<file path="src/rtl/mult_pkg.sv">
// rtl/mult_pkg.sv - shared types and constants for the sequential multiplier
package mult_pkg;

  typedef enum logic [1:0] {
    IDLE = 2'd0,
    BUSY = 2'd1,
    DONE = 2'd2
  } state_t;

  localparam logic MODE_UNSIGNED = 1'b0;
  localparam logic MODE_SIGNED   = 1'b1;

endpackage

</file>
<file path="src/rtl/mult_sign_fix.sv">
// rtl/mult_sign_fix.sv - conditional two's-complement negate
// Serves as abs() on operands (neg = sign bit) and as the final product sign fix.
module mult_sign_fix #(
  parameter int W = 32
) (
  input  logic [W-1:0] val,
  input  logic         neg,
  output logic [W-1:0] res
);

  assign res = neg ? (~val + W'(1)) : val;

endmodule

</file>
<file path="src/rtl/seq_multiplier.sv">
// rtl/seq_multiplier.sv - multi-cycle shift-add multiplier producing full hi/lo product
// Fixed latency of DATA_WIDTH iterations; signed mode works on magnitudes and fixes sign at the end.
module seq_multiplier
  import mult_pkg::*;
#(
  parameter int DATA_WIDTH = 32,
  parameter int CNT_WIDTH  = $clog2(DATA_WIDTH + 1)
) (
  input  logic                  clk,
  input  logic                  rst_n,
  input  logic                  start,
  input  logic                  is_signed,
  input  logic                  flush,
  input  logic [DATA_WIDTH-1:0] a,
  input  logic [DATA_WIDTH-1:0] b,
  output logic                  ready,
  output logic                  busy,
  output logic                  done,
  output logic [DATA_WIDTH-1:0] hi,
  output logic [DATA_WIDTH-1:0] lo
);

  localparam logic [CNT_WIDTH-1:0] LAST_ITER = CNT_WIDTH'(DATA_WIDTH - 1);

  state_t                  state;
  logic [CNT_WIDTH-1:0]    cnt;
  logic [DATA_WIDTH-1:0]   mcand;
  logic [DATA_WIDTH-1:0]   mplier;
  logic [DATA_WIDTH-1:0]   acc;
  logic                    neg;

  logic                    neg_a;
  logic                    neg_b;
  logic [DATA_WIDTH-1:0]   abs_a;
  logic [DATA_WIDTH-1:0]   abs_b;
  logic [DATA_WIDTH:0]     sum;
  logic [2*DATA_WIDTH-1:0] prod_next;
  logic [2*DATA_WIDTH-1:0] prod_fixed;

  assign neg_a = (is_signed == MODE_SIGNED) & a[DATA_WIDTH-1];
  assign neg_b = (is_signed == MODE_SIGNED) & b[DATA_WIDTH-1];

  mult_sign_fix #(.W(DATA_WIDTH)) u_abs_a (.val(a), .neg(neg_a), .res(abs_a));
  mult_sign_fix #(.W(DATA_WIDTH)) u_abs_b (.val(b), .neg(neg_b), .res(abs_b));

  // The multiplier register doubles as the low half of the product as it shifts out.
  assign sum       = {1'b0, acc} + (mplier[0] ? {1'b0, mcand} : '0);
  assign prod_next = {sum, mplier[DATA_WIDTH-1:1]};

  mult_sign_fix #(.W(2 * DATA_WIDTH)) u_fix_prod (.val(prod_next), .neg(neg), .res(prod_fixed));

  always_ff @(posedge clk or negedge rst_n) begin
    if (!rst_n) begin
      state  <= IDLE;
      cnt    <= '0;
      mcand  <= '0;
      mplier <= '0;
      acc    <= '0;
      neg    <= 1'b0;
      hi     <= '0;
      lo     <= '0;
    end else if (flush) begin
      state <= IDLE;
    end else begin
      case (state)
        IDLE, DONE: begin
          if (start) begin
            mcand  <= abs_a;
            mplier <= abs_b;
            neg    <= neg_a ^ neg_b;
            acc    <= '0;
            cnt    <= '0;
            state  <= BUSY;
          end else begin
            state <= IDLE;
          end
        end
        BUSY: begin
          acc    <= sum[DATA_WIDTH:1];
          mplier <= {sum[0], mplier[DATA_WIDTH-1:1]};
          cnt    <= cnt + CNT_WIDTH'(1);
          if (cnt == LAST_ITER) begin
            {hi, lo} <= prod_fixed;
            state    <= DONE;
          end
        end
        default: state <= IDLE;
      endcase
    end
  end

  assign ready = (state != BUSY);
  assign busy  = (state == BUSY);
  assign done  = (state == DONE);

endmodule

</file>
<file path="config.mk">
export PLATFORM = sky130hd
export DESIGN_NAME = seq_multiplier
export DESIGN_NICKNAME = d
export VERILOG_FILES = /design/src/rtl/mult_pkg.sv /design/src/rtl/mult_sign_fix.sv /design/src/rtl/seq_multiplier.sv
export SDC_FILE = /design/constraint.sdc
export NUM_CORES = 1
export LEC_CHECK = 0
export ABC_AREA = 1
export CAP_MARGIN = 40
export CORE_UTILIZATION = 58
export DETAILED_ROUTE_END_ITERATION = 10
export PLACE_DENSITY_LB_ADDON = 0.3
export SLEW_MARGIN = 30
export SYNTH_ARGS = -nofsm -noshare
export SYNTH_HDL_FRONTEND = slang
export SYNTH_SLANG_ARGS = --single-unit
</file>
<file path="constraint.sdc">
create_clock -name clk -period 3.75 [get_ports clk]
set_clock_uncertainty 0.15 [all_clocks]
set_input_delay 0.75 -clock clk [delete_from_list [all_inputs] [get_ports clk]]
set_output_delay 0.75 -clock clk [all_outputs]
set_load 0.03 [all_outputs]
</file>
# == Word-level counts from Yosys, hierarchy flattened ==
# Index checks and enable logic that the tools add are counted.
# totals
latchBits,0
mem_bits_ro,0
out_inout_bits,67
ram_bits,0
elab_cells,46
reg_bits,169
mem_count,0
input_bits,69
# op_classes
addsub,5
n_lt_le_gt_ge,0
n_reduce_logical,6
n_mul,0
n_mux,14
shifts,0
div,0
bitwise,7
eq_ne,6
# ops
op,n
32-bit two-way mux,5
32-bit one-hot mux with 2 select lines,2
32-bit by 1-bit adder with 32-bit output (second input constant),2
64-bit by 1-bit adder with 64-bit output (second input constant),1
64-bit two-way mux,1
32-bit inverter,2
64-bit inverter,1
32-bit by 32-bit adder with 33-bit output,1
6-bit one-hot mux with 2 select lines,1
3-bit AND reduction,3
6-bit by 1-bit adder with 6-bit output (second input constant),1
6-bit by 5-bit == test with 1-bit output (second input constant),1
6-bit two-way mux,1
2-bit two-way mux,2
2-bit one-hot mux with 2 select lines,1
3-bit by 2-bit != test with 1-bit output (second input constant),1
1-bit AND,2
2-bit by 1-bit == test with 1-bit output (second input constant),1
2-bit == test (second input constant),1
2-bit logical NOT,1
2-bit by 1-bit != test with 1-bit output (second input constant),1
2-bit != test (second input constant),1
2-bit nonzero test,1
2-bit OR reduction,1
3 further kinds,3

# == Depth between registers and ports, before layout ==
# Gate-level depths: netlist of run 1.
# depth
depth_word,5
mapped_depth,25

# == Modules after synthesis ==
# Synthesis of run 1 repeated with hierarchy kept, for this count alone.
# hier_totals
cells_unflattened,2294
hier_area_um2,14051.0
# by_module_without_submodules
module,cells_each,area_per_inst_um2,n_inst
seq_multiplier,1342,9367.7,1
mult_sign_fix (u_fix_prod),498,2466.1,1
mult_sign_fix (u_abs_a ...),227,1108.6,2

# == Worst setup path after synthesis of run 1 ==
# No wires, ideal clock.
# synth_timing
path_kind,register to register
start,register mplier[0]
end,register hi[31]
synth_period_minus_slack_ns,2.996
t_arrival_ns,2.727
setup_slack_ns,0.754
n_path_buf,2
path_stages_with_launch,23
setup_ns,0.119
cell_sequence,dfrtp_1 -> clkbuf_1 -> clkbuf_1 -> nand2_1 -> inv_1 -> ha_1 -> fa_1 -> nand2_1 -> nand2_1 -> nand3_1 -> nand2_1 -> nand2_1 -> nand2_1 -> nand2_1 -> nand2_1 -> inv_1 -> nand2_1 -> nor2_2 -> nand2_2 -> o21ai_2 -> nand3_1 -> nand3_1 -> nand2_1
# synth_between
elab_chain_len,5
# synth_lines
element,line,rtl
from (decl),seq_multiplier.sv:28,logic [DATA_WIDTH-1:0] mplier;
from (signal assigned),seq_multiplier.sv:69,mplier <= abs_b;
from (signal assigned),seq_multiplier.sv:80,"mplier <= {sum[0], mplier[DATA_WIDTH-1:1]};"
32-bit two-way mux (*),seq_multiplier.sv:47,"assign sum = {1'b0, acc} + (mplier[0] ? {1'b0, mcand} : '0);"
32-bit by 32-bit adder with 33-bit output (*),seq_multiplier.sv:47,
64-bit inverter,mult_sign_fix.sv:11,assign res = neg ? (~val + W'(1)) : val;
64-bit by 1-bit adder with 64-bit output,mult_sign_fix.sv:11,
64-bit two-way mux (*),mult_sign_fix.sv:11,
to (signal assigned),seq_multiplier.sv:83,"{hi, lo} <= prod_fixed;"
to (decl),seq_multiplier.sv:19,"output logic [DATA_WIDTH-1:0] hi,"
# Mark *: on every way between the ends. The rest lies on a longest branch, timed or not.
# A chain may end at the register's enable or synchronous reset.

# == Final worst setup path of run 1 ==
# layout_timing
start,register mplier[0]
end,register hi[28]
# The elaborated chain is that of the path after synthesis.

==> summary.log, run 1 <==
INFO  run_status     result_of_the_run=finished clean
INFO  logic_synthesis synth.top_cell.area_share=0.3331
INFO  cts            h_tree_depth=4
INFO  sta            finalCriticalPeriod=3.383ns
INFO  setup_path     worstReg2RegEnd=hi[28]$_DFFE_PN0P_
INFO  sta            hold_fails_final_rpt=0
INFO  setup_path     worstSetupStartpointType=register
INFO  sta            setup-tns-final=0ns
INFO  cts            ctsResizeCount=0
INFO  job            max_cap_violations=0
INFO  logic_synthesis postSynthCellCount=1,943
INFO  final_layout   post-route-util=0.7056
INFO  cts            clockBufferDepth=2
INFO  setup_path     timing.rr.start=mplier[0]$_DFFE_PN0P_
INFO  pwr            peakVddDrop=0.3451mV
INFO  place          placedCellCount=2,312
INFO  logic_synthesis mappedNetlistNets=2,049
INFO  logic_synthesis synth.yosys.warnings=0
INFO  setup_path     crit_path_end_kind=register
INFO  place          post_detail_place_hpwl=31,390µm
INFO  setup_path     delay_of_the_slowest_cell_on_the_worst_path=0.48ns
INFO  logic_synthesis synth_seq_area_share=0.3331
INFO  logic_synthesis synth-edff-count=0
INFO  sta            max_freq=295.6MHz
INFO  global_route   first_pass_grt_wire_length=63,730µm
INFO  floorplanning  placementRows=53
INFO  final_layout   multiInputGateArea=0.007249mm²
INFO  floorplanning  floorplan.initialDensity=0.5982
INFO  final_layout   layout.cells.non_filler=2,346
INFO  global_route   pin_count_of_the_biggest_net_entering_global_routing=92
INFO  cts            postCtsSetupBuffers=0
INFO  logic_synthesis netlist-cell-type-count=50
INFO  setup_path     r2r.worst_path.cells=20
INFO  final_layout   flow.area_growth_from_synthesis=17.95%
INFO  setup_path     critical_path.endpoint=hi[28]$_DFFE_PN0P_
INFO  sta            period_share=0.9020
INFO  cts            clk_root_buffer_cell=clkbuf_16
INFO  floorplanning  ioPinCount=136
INFO  drt            dr.pass1.iters=6
INFO  setup_path     critical_path.cell_chain=nand2_1, inv_1, ha_1, fa_1, nand2_1, nand2_1, nand3_1, nand2_1, nand2_1, nand2_1, nand2_1, nand2_1, nor2_2, nand3_1, nor2_1, nand2_1, nand2_2, nand3_1, nand3_1, nand2_1
INFO  floorplanning  die-area=0.02248mm²
INFO  cts            worst_skew_pair.late_latency=0.44ns
INFO  cts            clkTransAtPathRegs=0.08ns
INFO  min_path       hold_path.class=input pin to asynchronous set/reset pin
INFO  place          io_buffers=135
INFO  sta            timing.max_slew.rel_slack=0.4814
INFO  logic_synthesis ys_ff_latch=169
INFO  setup_path     setup.reg_to_reg.worst_slack=0.37ns
INFO  setup_path     timing.critical_path.from=mplier[0]$_DFFE_PN0P_
INFO  pwr            p_leak=0.007860µW
INFO  logic_synthesis yosys.area.top_type=dfrtp_1
INFO  drt            route.detailed.drc=0
INFO  floorplanning  die_width=149.9µm
INFO  logic_synthesis synth_area_per_cell=6.534µm²
INFO  logic_synthesis synth_commonest_cells=650 x nand2_1, 264 x inv_1, 169 x dfrtp_1, 163 x o21ai_0, 161 x nor2_1
INFO  global_route   grt_pass1_vias=12,090
INFO  drt            via_count=13,190
INFO  floorplanning  die_height=149.9µm
INFO  sta            maxSlewViolCount=0
INFO  logic_synthesis biggest_area_contributors_in_the_synthesized_netlist=dfrtp_1 33%, nand2_1 19%, inv_1 7.8%
INFO  drt            route.antenna.remaining_nets=0
INFO  sta            setup_repair_after_global_routing_missed_its_margin=false
INFO  logic_synthesis yosys.cell_count.top_type=nand2_1
INFO  pwr            power.density=515.6mW/mm²
INFO  final_layout   nFillCells=1,828
INFO  cts            cts-buffers-inserted=17
INFO  logic_synthesis synth_async_sr_flop_share=1.000
INFO  drt            finalWirelength=40,500µm
INFO  setup_path     crit_arrival=3.55ns
INFO  sta            finalSetupViolCount=0
INFO  setup_path     critPathMaxFanout=5
INFO  setup_path     path_common_cell=nand2_1
INFO  setup_path     cpMaxStageDelayCell=fa_1
INFO  drt            drt-vias-per-instance=5.621
INFO  final_layout   register_area=0.004229mm²
INFO  global_route   globalRouteTotalUtil=0.3697
INFO  cts            hold_buf_count_cts=0
INFO  place          gpl.final_weighted_congestion=1.082
INFO  floorplanning  placeableCoreArea=0.02122mm²
INFO  setup_path     worst_ep_required_time=3.92ns
INFO  global_route   antenna_found_initial=0
INFO  logic_synthesis post_synth_instance_area=0.01269mm²
INFO  logic_synthesis synth_ff_type=dfrtp_1
INFO  sta            worst_slew_pin_slew=0.7761ns
INFO  drt            dr.first_iter.drc_count=1,215
INFO  cts            numClockSinks=169
INFO  cts            cts_tree=built
INFO  global_route   globalRoute.totalOverflow=0
INFO  setup_path     criticalPathCategory=register to register
INFO  final_layout   share_of_final_layout_standard_cells_stronger_than_drive_strength_1=0.05942
INFO  drt            post_drt_wl_per_cell=17.26µm
INFO  final_layout   nets=2,163
## area by class of cell
class / instances / share of cell area
multi-input combinational: 1447 / 0.4842
timing repair buffer: 153 / 0.1024
clock buffer: 21 / 0.03142
tap: 275 / 0.02298
inverter: 269 / 0.06744
antenna: 1 / 0.0001671
clock inverter: 11 / 0.009025
sequential: 169 / 0.2824
## power breakdown
| group | switching [µW] | leakage (µW) | internal (µW) |
|---|---|---|---|
| logic | 2310 | 0.00533 | 1120 |
| clock network | 797 | 0.000293 | 1050 |
| registers | 331 | 0.00224 | 2110 |
| total | 3440 | 0.00786 | 4280 |
## per-layer routing
layer  part of all wire  track usage
met3              0.084      0.05762
met1               0.43       0.5084
met5                  0            0
met4              0.035       0.1495
met2               0.45       0.5803
## per-stage QoR
step	area [µm²]	worst slack [ns]	hold slack (ns)	total power (µW)
after floorplan	12690	0.7544	0.2989	4727
after global placement	14340	0.3501	0.3137	5707
after detailed placement	14340	0.3887	0.3170	5782
after CTS	14940	0.4174	0.2570	7635
after global routing	14970	0.1002	0.01591	8186
final	14970	0.3674	0.002337	7720
## critical path, delay by kind of cell, from the launching register on
kind | cells | cell delay (ns)
adders and majority gates | 2 | 0.70
buffers and inverters | 1 | 0.04
DFF | 1 | 0.41
and+or+nand+nor | 17 | 1.96
## cell usage in the layout (no fill, tap or decap), types with 4 or more instances in the layout
cell type | synthesis | routed
a21oi_1 | 38 | 38
a22oi_1 | 28 | 28
buf_4 | 0 | 15
clkbuf_16 | 0 | 17
clkdlybuf4s50_1 | 0 | 134
dfrtp_1 | 169 | 169
ha_1 | 36 | 36
inv_1 | 264 | 263
inv_2 | 4 | 5
nand2_1 | 650 | 649
nand2_2 | 25 | 25
nand3_1 | 107 | 107
nand3_2 | 5 | 5
nand3b_1 | 7 | 7
nand4_1 | 21 | 21
nor2_1 | 161 | 159
nor2_2 | 21 | 22
nor2_4 | 3 | 4
nor3_1 | 24 | 23
nor4_1 | 10 | 10
o21ai_0 | 163 | 163
o21ai_1 | 8 | 8
o221ai_1 | 5 | 5
o31ai_1 | 6 | 6
xnor2_1 | 20 | 20
xor2_1 | 75 | 75
## kinds of logic (layout without fill, tap and decap cells)
kind of cell / count (synthesis) / count (layout) / synth area share
adder cells (fa/ha/maj): 37 / 37 / 0.03706
flip-flops: 169 / 169 / 0.3331
XOR/XNOR: 95 / 95 / 0.06554
buffers and inverters: 327 / 454 / 0.09757
AND/OR/NAND/NOR: 1053 / 1053 / 0.3522
other: 0 / 1 / 0
AO/OA/AOI/OAI: 262 / 262 / 0.1145
## flip-flops by register name, summed over array words and instances, names as in the netlist
register  cells
cnt           6
state         2
neg           1
lo           32
acc          32
hi           32
mplier       32
mcand        32
## how the worst min path moves through the flow
stage                            start                   to  slack (ns)  cells past startpoint
floorplan                        rst_n   acc[0]$_DFFE_PN0P_        0.30                      0
finish                           rst_n  acc[24]$_DFFE_PN0P_       0.002                      1
detailed placement  hi[23]$_DFFE_PN0P_   hi[23]$_DFFE_PN0P_        0.32                      2
CTS                              rst_n  acc[24]$_DFFE_PN0P_        0.26                      1
global route                     rst_n  acc[24]$_DFFE_PN0P_        0.02                      1
global placement    hi[24]$_DFFE_PN0P_   hi[24]$_DFFE_PN0P_        0.31                      2
Power figures use the tool's default switching activity.
==> inputs of run 2 (changes only) <==
Settings changed: CTS_CLUSTER_SIZE from default to 10.
==> results of run 2 <==
No change in the layout: final DEF, timing and power equal those of run 1.
==> inputs of run 3 (changes only) <==
Settings changed: CTS_CLUSTER_DIAMETER from default to 30.
==> results of run 3 <==
No change in the layout: final DEF, timing and power equal those of run 1.
==> edit 1 (settings of run 2) <==
Encoding of `state_t`: now one-hot (3 bits for 3 states).
--- a/src/rtl/mult_pkg.sv
+++ b/src/rtl/mult_pkg.sv
@@ -2,8 +2,8 @@
 package mult_pkg;
 
-  typedef enum logic [1:0] {
-    IDLE = 2'd0,
-    BUSY = 2'd1,
-    DONE = 2'd2
+  typedef enum logic [2:0] {
+    IDLE = 3'b001,
+    BUSY = 3'b010,
+    DONE = 3'b100
   } state_t;
 
Function: no difference found for any inputs over 10 cycles, from zero or initial values and one cycle with rst_n low; not proved beyond that.
==> edit 1 against run 2 <==
The flow now finishes with violations (design-rule violations). Power decreased by 21%. Worst setup slack worse by 0.16 ns. Cell area down 2.7%. Global-route usage shrank 0.78 points. Routed wire length shrank 4.3%. Area after synthesis decreased by 2.6%. Clock power fell by 8%. Sequential cell count is 1 higher. First-iteration DRC count increased by 0.74%. Largest power group is now registers.
==> edit 1: results (changes against run 2) <==
Power
  – LEAKAGE: 0.00765 uW (was 0.00786 uW)
  – Max VDD drop: 0.000295 V (was 0.000345 V)

Clock network
  – H-tree levels: 4 (unchanged)
  – Clk Latency, worst-skew pair: 0.44 ns (about the same)
  – Post-cts sizing count: 0 (unchanged)
  – Num CTS Buffers: 17 (unchanged)
  – Clock transition at the registers of the reported paths: 0.07 ns
  – Max Root-Sink Buffers: 2 (unchanged)
  – Post-CTS Setup Bufs: 0 (unchanged)
  – Root Driver: clkbuf_16 (unchanged)

Final layout
  – Non-filler cells, final: 2295 (was 2346)
  – Layout cell share with drive strength beyond 1: 3.86% (was 5.94%)
  – Antenna cells: 0 (was 1)
  – Final net count: 2113 (was 2163)

Hold path
  – Worst min path class: input port to asynchronous set/reset pin (unchanged)

Global route
  – Overall Global Routing Usage: 36.2% (was 37.0%)
  – Vias in the first global route: 11800 (was 12100)
  – Pin count of the biggest net entering global routing: 98 (was 92)
  – Initial antenna violation count: 0 (unchanged)
  – First-pass GRT wire length: 61900 um (was 63700 um)
  – Gr ovfl total: 0 (unchanged)

Synthesis
  – Cell variety after synth: 40 (was 50)
  – Synth area leaders: dfrtp_1 34%, nand2_1 19%, inv_1 8.3%, o21ai_0 5.4%, nor2_1 5.3% (was dfrtp_1 33%, nand2_1 19%, inv_1 7.8%, o21ai_0 6.4%, xor2_1 5.2%)
  – Synth warn: 0 (unchanged)
  – Sequential fraction of the synthesis area: 34.4% (was 33.3%)
  – Mapped Nets: 1995 (was 2049)
  – Synth Instances: 1889 (was 1943)
  – Synth top cells by count: 639 x nand2_1, 275 x inv_1, 175 x nor2_1 (was 650 x nand2_1, 264 x inv_1, 169 x dfrtp_1)
  – Fraction of registers with async set/reset: 100% (unchanged)

STA
  – Slew margin rel.: 44.6% (was 48.1%)

Drt
  – Drt first pass iters: 9 (was 6)
  – Routed vias/inst: 5.61 (was 5.62)
  – WL final: 38700 um (was 40500 um)
  – Starting DRT DRC Count: 1224 (was 1215)
  – DRC Markers: 1 (was 0)

Worst setup path
  – CP arrival: 3.72 ns (was 3.55 ns)
  – Critical Path Fanout Max: 27 (was 5)

Outcome
  – Status: complete, but fails checks (was complete, no violations)
  – Failing checks: design-rule violations

Place
  – Detailed-placement wirelength estimate: 30300 um (was 31400 um)
  – IO buf count: 135 (unchanged)
  – Gpl congestion: 0.991 (was 1.08)
## edit 1: cell count changes in the layout (fill, tap and decap cells not counted), moves of 5 or more
cell,run 2,this run
a31oi_1,3,13
o21bai_1,1,8
nand3_2,5,0
o221ai_1,5,26
nor4_1,10,3
nand2_2,25,8
o22ai_1,0,6
o21ai_0,163,134
nand2_1,649,638
inv_1,263,274
nor2_2,22,7
nor2_1,159,174
a22oi_1,28,0
## edit 1: logic make-up after synthesis
group / after synthesis / synth area share [%]
AOI/OAI and AO/OA: 250 / 11.6
xor gates and xnor gates: 95 / 6.79
adders and majority gates: 37 / 3.80
buffers and inverters: 332 / 10.1
DFF: 170 / 34.4
and+or+nand+nor: 1005 / 33.3
## edit 1: where the power goes
group,internal (uW),switching [uW],leakage (uW),total [uW]
sequential,2050,206,0.00215,2260
combinational,737,1410,0.00524,2150
clock,868,827,0.000267,1690
## edit 1: path summary, 6_finish.rpt
path / from / to / slack (ns) / cells after the start
max: mplier[0] / hi[30] / 0.21 / 21
min: rst_n / acc[23] / 0.12 / 1
max reg2reg: mplier[0] / hi[30] / 0.21 / 21
min reg2reg: lo[26] / lo[26] / 0.33 / 2
max in group asynchronous: rst_n / mplier[2] / 2.37 / 2
min in group clk: lo[26] / lo[26] / 0.33 / 2
## edit 1: layer usage
layer  global-route usage (%)  wire length [um]
met4                     13.1              1230
met5                        0                 0
met1                     50.3             17100
met2                     58.1             17700
met3                     4.26              2710
## edit 1: stage by stage
step                      setup WS, ns  area (um2)  hold WS (ns)  utilization (%)
after floorplan                  0.780       12400         0.299                -
after global placement           0.266       14000         0.315             66.9
after detailed placement         0.237       14000         0.322             66.9
after CTS                        0.321       14600         0.139             69.5
after global routing            0.0131       14600         0.157             69.5
final                            0.207       14600         0.122             69.5
## edit 1: area by class of cell
cell class	instances	area, um2
multi-input cells	1387	6870
fillers	1828	6380
flip-flops and latches	170	4260
repair buffers	151	1510
inverters	280	1050
clock buffers	19	433
well taps	275	344
clock inverters	13	110
## edit 1: worst max-delay path, cell delays in order, from the launching register on
cell and delay, ns:
dfrtp_1 0.46, buf_12 0.20, nand2_1 0.08, inv_1 0.08, ha_1 0.41, nand2_1 0.17
nor2_1 0.29, nand2_1 0.18, nor2_1 0.13, nand2_1 0.08, nand3_1 0.09, nand2_1 0.14
nand2_1 0.20, nand2_1 0.13, nor2_1 0.14, nand2_1 0.08, nor2_1 0.10, nand2_1 0.08
nand2_1 0.06, nand2_1 0.05, nand3_1 0.06, nand2_1 0.06
==> edit 2 (config.mk and constraints of run 2) <==
Without the edit above. Reset style: synchronous (`rst_n`), changed in one clocked block.
--- a/src/rtl/seq_multiplier.sv
+++ b/src/rtl/seq_multiplier.sv
@@ -50,5 +50,5 @@
   mult_sign_fix #(.W(2 * DATA_WIDTH)) u_fix_prod (.val(prod_next), .neg(neg), .res(prod_fixed));
 
-  always_ff @(posedge clk or negedge rst_n) begin
+  always_ff @(posedge clk) begin
     if (!rst_n) begin
       state  <= IDLE;
Behaviour: differs if rst_n is asserted again (counterexample within 4 cycles, from zero or initial values and one cycle with rst_n low); with rst_n held inactive, the same outputs for 10 cycles.
==> edit 2 against run 2 <==
Fmax decreased by 0.37%. Die area decreased by 2.2%. Cell area decreased by 2.6%. Synthesized cell count increased by 7.8%. Routed wire length decreased by 3.8%. Non-clock buffer count decreased by 1. Critical path depth increased by 2. Sequential cell count unchanged. Final cell count increased by 5.8%. Critical endpoint is now hi[26]. Highest routed layer unchanged. Area after synthesis decreased by 2.2%. Critical path type unchanged. Largest cell class unchanged. Worst setup slack got worse by 0.013 ns.
Power is not compared: it rests on default switching activity, and its combinational part moved more than twofold at a synthesized area within 25%.
==> edit 2: results (changes against run 2) <==
Outcome
  – Status: complete, no violations (unchanged)

Clock network
  – Num CTS Buffers: 17 (unchanged)
  – Clock transition at the registers of the reported paths: 0.08 ns (about the same)
  – Post-cts sizing count: 0 (unchanged)
  – Post-CTS Setup Bufs: 0 (unchanged)
  – H-tree levels: 4 (unchanged)

Global route
  – Overall Global Routing Usage: 36.3% (was 37.0%)
  – First-pass GRT wire length: 63200 um (was 63700 um)
  – Initial antenna violation count: 0 (unchanged)
  – Pin count of the biggest net entering global routing: 84 (was 92)
  – Vias in the first global route: 12300 (was 12100)

Worst setup path
  – Path depth of the worst reg2reg path: 22 (was 20)
  – Critical path's slowest cell: dfxtp_1 (was fa_1)
  – Crit path launch: mplier[0] (unchanged)
  – CP max stage delay: 0.36 ns (was 0.48 ns)
  – CP arrival: 3.57 ns (was 3.55 ns)
  – RR Endpoint: hi[26] (was hi[28])
  – Setup crit end: hi[26] (was hi[28])
  – Critical Path Fanout Max: 31 (was 5)

STA
  – Slew margin rel.: 44.5% (was 48.1%)

Place
  – Gpl congestion: 1.04 (was 1.08)
  – Detailed-placement wirelength estimate: 30000 um (was 31400 um)
  – IO buf count: 135 (unchanged)

Final layout
  – Final net count: 2300 (was 2163)
  – Antenna cells: 0 (was 1)
  – Layout cell share with drive strength beyond 1: 5.80% (was 5.94%)

Drt
  – Vias: 13700 (was 13200)
  – WL final: 38900 um (was 40500 um)
  – Starting DRT DRC Count: 1294 (was 1215)
  – Drt first pass iters: 6 (unchanged)

Synthesis
  – Fraction of registers with async set/reset: 0% (was 100%)
  – Cell variety after synth: 44 (was 50)
  – Sequential fraction of the synthesis area: 27.3% (was 33.3%)
  – Top_reg_cell synth: dfxtp_1 (was dfrtp_1)
  – Synth top cells by count: 627 x nand2_1, 318 x inv_1, 232 x nor2_1 (was 650 x nand2_1, 264 x inv_1, 169 x dfrtp_1)
  – Mapped Nets: 2201 (was 2049)
  – Synth area leaders: dfxtp_1 27%, nand2_1 19%, inv_1 9.6%, nor2_1 7.0%, a21oi_1 5.1% (was dfrtp_1 33%, nand2_1 19%, inv_1 7.8%, o21ai_0 6.4%, xor2_1 5.2%)
  – Synth warn: 0 (unchanged)

Hold path
  – Worst min path class: flip-flop to flip-flop (was input port to asynchronous set/reset pin)

Power
  – LEAKAGE: 0.00724 uW
[edit 2: changes by cell type after synthesis, moves of 11 or more]
cell	run 2	this run
a21oi_1	38	127
a22oi_1	28	0
a31oi_1	3	34
clkbuf_1	47	58
dfrtp_1	169	0
dfxtp_1	0	169
inv_1	264	318
nand2_1	650	627
nor2_1	161	232
o21ai_0	163	100
o221ai_1	5	19
xor2_1	75	43
[edit 2: report_power, final]
| part | leakage, uW | switching [uW] | internal (uW) |
|---|---|---|---|
| registers | 0.00137 | 50.4 | 1840 |
| clock network | 0.000285 | 778 | 1050 |
| logic | 0.00559 | 454 | 252 |
| total | 0.00724 | 1280 | 3150 |
[edit 2: worst min path at each step]
| stage | from | endpoint | slack [ns] | depth (start not counted) |
|---|---|---|---|---|
| final | acc[16] | acc[16] | 0.33 | 2 |
| after global placement | acc[0] | acc[0] | 0.31 | 2 |
| after floorplan | acc[0] | acc[0] | 0.30 | 2 |
| after global routing | acc[4] | acc[4] | 0.34 | 2 |
| after detailed placement | acc[26] | acc[26] | 0.31 | 2 |
| after CTS | acc[31] | acc[31] | 0.32 | 2 |
[edit 2: kinds of logic after synthesis]
| group | count (synthesis) | share of synthesized area [%] |
|---|---|---|
| fa+ha+maj | 37 | 3.79 |
| buf+inv | 396 | 12.1 |
| xor+xnor | 56 | 3.95 |
| simple gates | 1108 | 37.9 |
| compound gates | 329 | 15.0 |
| flops | 169 | 27.3 |
[edit 2: metrics by stage]
stage	instance area [um2]	instances	worst slack (ns)	hold slack, ns	power, uW
global placement	14000	2450	0.467	0.305	2610
detailed placement	14000	2450	0.411	0.314	2620
finish	14600	2481	0.355	0.325	4430
floorplan	12400	2095	0.754	0.295	2370
CTS	14600	2481	0.416	0.324	4420
global route	14600	2481	0.131	0.344	4600
[edit 2: metal layers]
metal  vias to the layer above  track usage [%]  share of wire, %
li1                       6858                -                 -
met1                      6180             50.0                45
met2                       571             57.3                44
met3                        77             4.54               7.4
met4                         0             14.9               3.7
met5                         -                0                 0
[edit 2: area by class of cell]
type                       count  area, um2
inverter                     324       1220
multi-input combinational   1530       7540
tap                          275        344
timing repair buffer         152       1500
fill                        1907       6440
clock inverter                13        169
sequential                   169       3380
clock buffer                  18        429
[edit 2: critical path: cells and delay by family (launching register included)]
family	cells	cell delay, ns
AND/OR/NAND/NOR	15	1.56
AO/OA/AOI/OAI	1	0.28
flip-flops	1	0.36
adder cells (fa/ha/maj)	1	0.31
buffers and inverters	5	0.61
